<file path="src/rtl/mem_arbiter.sv">
// Two-requester (IFU/LSU) arbiter onto one blocking memory port, with a per-transaction wait timeout.
// Define ARB_RR_EN for round-robin arbitration; when it is undefined, LSU has fixed priority over IFU.
module mem_arbiter #(
    parameter int unsigned TIMEOUT = 255
) (
    input  logic        clk,
    input  logic        reset,
    input  logic        ifu_req,
    input  logic [31:0] ifu_addr,
    output logic        ifu_gnt,
    output logic        ifu_rvalid,
    input  logic        lsu_req,
    input  logic        lsu_we,
    input  logic [31:0] lsu_addr,
    input  logic [31:0] lsu_wdata,
    input  logic [3:0]  lsu_wmask,
    output logic        lsu_gnt,
    output logic        lsu_rvalid,
    output logic [31:0] rsp_data,
    output logic        rsp_err,
    output logic        mem_req,
    output logic        mem_we,
    output logic [31:0] mem_addr,
    output logic [31:0] mem_wdata,
    output logic [3:0]  mem_wmask,
    input  logic        mem_ack,
    input  logic [31:0] mem_rdata
);
    localparam logic [1:0] IDLE     = 2'd0;
    localparam logic [1:0] WAIT_MEM = 2'd1;
    localparam logic [1:0] RESP     = 2'd2;

    logic [1:0]  state;
    logic [15:0] wait_cnt;
    logic        owner_lsu;  // current owner; after completion it doubles as last-granted
    logic        pick_lsu;

`ifdef ARB_RR_EN
    always_comb begin
        pick_lsu = lsu_req;
        if (ifu_req && lsu_req)
            pick_lsu = !owner_lsu;
    end
`else
    assign pick_lsu = lsu_req;
`endif

    assign lsu_gnt    = !reset && (state == IDLE) && lsu_req && pick_lsu;
    assign ifu_gnt    = !reset && (state == IDLE) && ifu_req && !pick_lsu;
    assign mem_req    = (state == WAIT_MEM);
    assign lsu_rvalid = (state == RESP) && owner_lsu;
    assign ifu_rvalid = (state == RESP) && !owner_lsu;

    always_ff @(posedge clk) begin
        if (reset) begin
            state     <= IDLE;
            wait_cnt  <= '0;
            owner_lsu <= 1'b0;
            mem_we    <= 1'b0;
            mem_addr  <= '0;
            mem_wdata <= '0;
            mem_wmask <= 4'b0000;
            rsp_data  <= '0;
            rsp_err   <= 1'b0;
        end else begin
            case (state)
                IDLE: begin
                    if (ifu_req || lsu_req) begin
                        state     <= WAIT_MEM;
                        wait_cnt  <= '0;
                        owner_lsu <= pick_lsu;
                        if (pick_lsu) begin
                            mem_we    <= lsu_we;
                            mem_addr  <= lsu_addr;
                            mem_wdata <= lsu_wdata;
                            mem_wmask <= lsu_wmask;
                        end else begin
                            mem_we    <= 1'b0;
                            mem_addr  <= ifu_addr;
                            mem_wdata <= '0;
                            mem_wmask <= 4'b0000;
                        end
                    end
                end
                WAIT_MEM: begin
                    // ack is checked first so it wins over a coincident timeout
                    if (mem_ack) begin
                        rsp_data <= mem_we ? 32'h0 : mem_rdata;
                        rsp_err  <= 1'b0;
                        state    <= RESP;
                    end else if (wait_cnt == 16'(TIMEOUT)) begin
                        rsp_data <= '0;
                        rsp_err  <= 1'b1;
                        state    <= RESP;
                    end else begin
                        wait_cnt <= wait_cnt + 16'd1;
                    end
                end
                RESP:    state <= IDLE;
                default: state <= IDLE;
            endcase
        end
    end
endmodule
</file>
<file path="config.mk">
export PLATFORM = sky130hd
export DESIGN_NAME = mem_arbiter
export DESIGN_NICKNAME = d
export VERILOG_FILES = /design/src/rtl/mem_arbiter.sv
export SDC_FILE = /design/constraint.sdc
export NUM_CORES = 1
export LEC_CHECK = 0
export BUFFER_PORTS_ARGS = -buffer_cell sky130_fd_sc_hd__buf_4
export CAP_MARGIN = 10
export CORE_MARGIN = 10
export CORE_UTILIZATION = 41
export DETAILED_ROUTE_END_ITERATION = 12
export GPL_ROUTABILITY_DRIVEN = 0
export GPL_TIMING_DRIVEN = 1
export PLACE_DENSITY = 0.72
export SLEW_MARGIN = 20
export SYNTH_ARGS = -nofsm -noshare
export SYNTH_HDL_FRONTEND = slang
export SYNTH_SLANG_ARGS = --single-unit
</file>
<file path="constraint.sdc">
create_clock -name clk -period 1.9 [get_ports clk]
set_clock_uncertainty 0.05 [all_clocks]
set_input_delay 0.095 -clock clk [delete_from_list [all_inputs] [get_ports clk]]
set_output_delay 0.095 -clock clk [all_outputs]
set_load 0.005 [all_outputs]
</file>
== After elaboration in Yosys (flattened, before gate mapping) ==
Index checks and enable logic that the tools add are counted.
Word-level totals
  bits in registers: 121
  input bits: 138
  word-level logic and storage cells: 52
  output and inout port bits: 107
Cells by class
  add/sub/neg operators: 1
  reduce and logical (&&, ||, !) cells: 18
  multiplexer cells: 17
  eq/ne operators: 7
Operators with widths (number)
  2-to-1 mux 32 bit: 5
  2-to-1 mux 16 bit: 3
  case mux 16 bit (2 select lines): 1
  adder 16 x 1 -> 16 bit, second input constant: 1
  == test 16 x 8 -> 1 bit, second input constant: 1
  logical AND 1 bit: 7
  2-to-1 mux 2 bit: 3
  AND reduction 2 bit: 3
  2-to-1 mux 4 bit: 1
  inequality test 2 bit, second input constant: 2
  case mux 2 bit (2 select lines): 1
  AND reduction 4 bit: 1
  nonzero test 2 bit: 2
  logical NOT 1 bit: 3
  2-to-1 mux 1 bit: 3
  inequality test 3 x 1 -> 1 bit, second input constant: 1
  == test 2 x 1 -> 1 bit, second input constant: 1
  == test 2 bit, second input constant: 1
  logical NOT 2 bit: 1
  inequality test 2 x 1 -> 1 bit, second input constant: 1
  logical OR 1 bit: 1

== Longest topological paths before layout ==
  depth in word-level cells: 4
  depth in mapped cells: 7
  mapped depth without buffers: 5

== Worst setup path before layout ==
No wires, ideal clock.
  kind: reg-to-reg
  start: register wait_cnt[0]
  end: register wait_cnt[2]
  data arrival time: 1.840 ns
  library setup time: 0.117 ns
  cell stages (with the launch flop): 8
  path slack: -0.107 ns
  path buffers: 2
  data required time: 1.733 ns
  clock period less this slack: 2.007 ns
  cells stage by stage: dfxtp_1 ha_1 nand3_1 or4_1 buf_2 buf_6 a31oi_4 a21oi_2
Between the ends
  cells in the longest elaborated chain, start to end: 4
  elaborated cells on any way between the ends: 7
  classes of those cells: 1 x add/sub; 2 x eq/ne; 3 x mux; 1 x reduce/logical
RTL lines
  start: declaration: line 34  | logic [15:0] wait_cnt;
  start signal: assignment: line 96  | wait_cnt <= wait_cnt + 16'd1;
  adder 16 x 1 -> 16 bit: line 96
  2-to-1 mux 16 bit: line 91  | end else if (wait_cnt == 16'(TIMEOUT)) begin
  2-to-1 mux 16 bit: line 87  | if (mem_ack) begin
  case mux 16 bit (2 select lines): line 66  | case (state)
Several ways; a longest one is shown, not always the timed one. The select of a mux whose other input is x is not followed.
A chain may end at the register's enable or synchronous reset.

== Final worst setup path ==
  start: register wait_cnt[11]
  end: register wait_cnt[13]
Same word-level chain as after synthesis.

==> metrics.yaml <==
yosys.area_share.simple_pct: 13.4
drc_errors: 0
dp_hpwl_um: 12500
num_rows: 39
clk_pin_slew_ns: 0.06
num_io_pins: 245
r2r_end: "wait_cnt[13]"
p_total_mw: 7.58
die_area_mm2: 0.0164
synthMuxAreaShare_pct: 6.89
tightest_slew_ns: 0.685
drv_slew: 0
ant_nets: 0
finalWorstSetupSlack_ns: -0.0465
seq_area_frac_synth_pct: 50.5
rsz0062_at_grt: "true"
crit_type: "reg2reg"
synthAdderAreaFrac_pct: 0.261
yosys-top-cells-area: "dfxtp_1 (51%), mux2i_1 (6.9%), a32o_1 (6.7%)"
hold_viol: 0
r2r_start: "wait_cnt[11]"
drv_cap: 0
setup_viol: 13
portBuffers: 244
cp_max_fo: 8
relSlewSlack_pct: 53.9
routed_wire_length_per_instance_um: 19.5
antenna_found_initial: 0
die_width_um: 128
power_leakage_nw: 3.79
cts_buffer_depth: 2
root_buffer: "clkbuf_16"
synthCells: 478
synth_fp_nets: 617
synth_ff_type: "dfxtp_1"
crit_arrival_ns: 2.18
grt_max_degree: 66
status: "finished with violations"
hp-class: "in2reg"
rr_worst_depth: 4
synth_most_common_cell: "dfxtp_1"
synth_top_cell_by_area: "dfxtp_1"
layout.cells.non_filler: 980
drt_first_pass_iters: 5
postSynthAreaPerCell_um2: 10.0
fin_crit_sh_pct: 102
synth_top_area_share_pct: 50.5
end_kind: "flop"
tns_ns: -0.324
cts_made_buffers: 17
drt_wl_total_um: 19100
ff2ff_setup_slack_ns: -0.05
drive_gt1_share_pct: 40.4
first_global_vias: 5646
synth_compound_area_share_pct: 24.2
die_h_um: 128
min_delay_path_depth: 3
violations: "setup timing"
worstPathRequired_ns: 2.13
cp-start-kind: "flop"
num_vias: 5318
htreeDepth: 4
syn_to_final_growth_pct: 78.8
core_area_mm2: 0.0114
synth-seq-cells: 121
ir_worst_vdd_uv: 557
clk_latency_ns: 0.41
placed_cells_incl_taps: 854
power_density_mw_per_mm2: 885
initial_core_util_pct: 42.0
grt.total_usage_pct: 22.1
synth_top_family_by_area: "compound AO/OA/AOI/OAI gates"
yosys_warnings: 0
fin_crit_ns: 1.95
routed_via_density: 5.43
synth_area_mm2: 0.00479
synth_common_cells: "dfxtp_1 (121), nor2_1 (80), a22oi_1 (37), a211oi_1 (33), mux2i_1 (33)"
synth_xor_xnor_area_share_pct: 0
grt_pass1_wl_um: 29500
cts_tree: "built"
drtIter0Drc: 327
synth_edf_count: 0
diodes: 0
synth.distinct_cells: 46
numClockSinks: 121
fmax_mhz: 514
overflow: 0
hp-start: "ifu_addr[19]"
final_net_count: 963
min_to: "mem_addr[19]"
synthArstFlopShare_pct: 0
power by group:
| group | internal [mW] | switching [mW] |
|---|---|---|
| Sequential | 2.71 | 0.0943 |
| Clock | 2.34 | 1.19 |
| Combinational | 0.700 | 0.552 |
| Total | 5.74 | 1.83 |
cells in the final DEF (no fill, tap or decap), types with 3 or more instances in the layout:
master and count:
clkbuf_16 17, dfxtp_2 3, or4_4 4, a31oi_1 10, and4_1 4, and3_1 5
nor2_1 80, o211ai_1 3, buf_4 272, bufinv_16 5, a32o_1 32, a211oi_1 33
dlygate4sd3_1 89, mux2i_1 33, inv_1 7, a21oi_1 3, a31oi_4 3, nand2_1 10
a21oi_2 3, dfxtp_1 118, nand2b_1 5, clkinv_4 3, nor3_1 3, clkinvlp_4 3
nand3_1 4, nand4_1 6, a22oi_1 37
area by class of cell:
| cell class | count | area, µm² |
|---|---|---|
| multi-input cells | 311 | 2290 |
| clock buffers | 18 | 429 |
| clock inverters | 14 | 221 |
| fillers | 778 | 2850 |
| well taps | 143 | 179 |
| flip-flops and latches | 121 | 2430 |
| repair buffers | 365 | 3000 |
| inverters | 8 | 30.0 |
cell families after synthesis:
family / count (synthesis)
AOI/OAI and AO/OA: 141
adders and majority gates: 1
buffers and inverters: 49
DFF: 121
muxes: 33
and+or+nand+nor: 133
registers in the layout (all words and copies together) (netlist names):
name and cells:
rsp_err 1, rsp_data 32, owner_lsu 1, state 2, mem_we 1, mem_addr 32
mem_wdata 32, mem_wmask 4, wait_cnt 16
through the flow:
step | setup slack, ns | hold slack, ns | util [%] | cell area (µm²)
floorplan | -0.0503 | 0.142 | - | 4820
global placement | -0.0826 | 0.255 | 60.3 | 6880
detailed placement | -0.0850 | 0.259 | 60.3 | 6880
CTS | 0.00170 | 0.000808 | 74.5 | 8510
global route | -0.0989 | 0.00920 | 75.0 | 8570
finish | -0.0465 | 0.00127 | 75.0 | 8570
per-layer routing:
metal / wire (µm) / share of wire (%) / track usage, % / vias up
li1: - / - / - / 2522
met1: 6950 / 36 / 22.8 / 2505
met2: 9760 / 51 / 38.4 / 247
met3: 1820 / 9.6 / 9.26 / 44
met4: 538 / 2.8 / 9.21 / 0
met5: 0 / 0 / 0 / -
how the worst max path moves through the flow:
stage	start	endpoint	cells after the start
6_report	wait_cnt[11]	wait_cnt[13]	4
5_1_grt	wait_cnt[13]	wait_cnt[9]	6
4_1_cts	wait_cnt[13]	rsp_data[1]	5
3_5_place_dp	wait_cnt[11]	rsp_data[1]	4
3_3_place_gp	wait_cnt[11]	wait_cnt[13]	4
2_1_floorplan	wait_cnt[11]	wait_cnt[3]	6
what timing repair did:
action                                  4_1_cts  5_1_grt
endpoints found under the hold margin        83        0
pin swaps                                    13        8
endpoints found under the setup margin       47       48
gates cloned                                  3        0
buffers inserted                              2        0
hold buffers                                 89        0
resized for setup                             7        8
worst max-delay path, stage by stage (launching register included):
cell and delay (ns):
dfxtp_2 0.31, or4_4 0.57, or4_4 0.62, a41oi_2 0.19, o21ai_2 0.09
No activity file was read; power rests on OpenSTA's default activity.
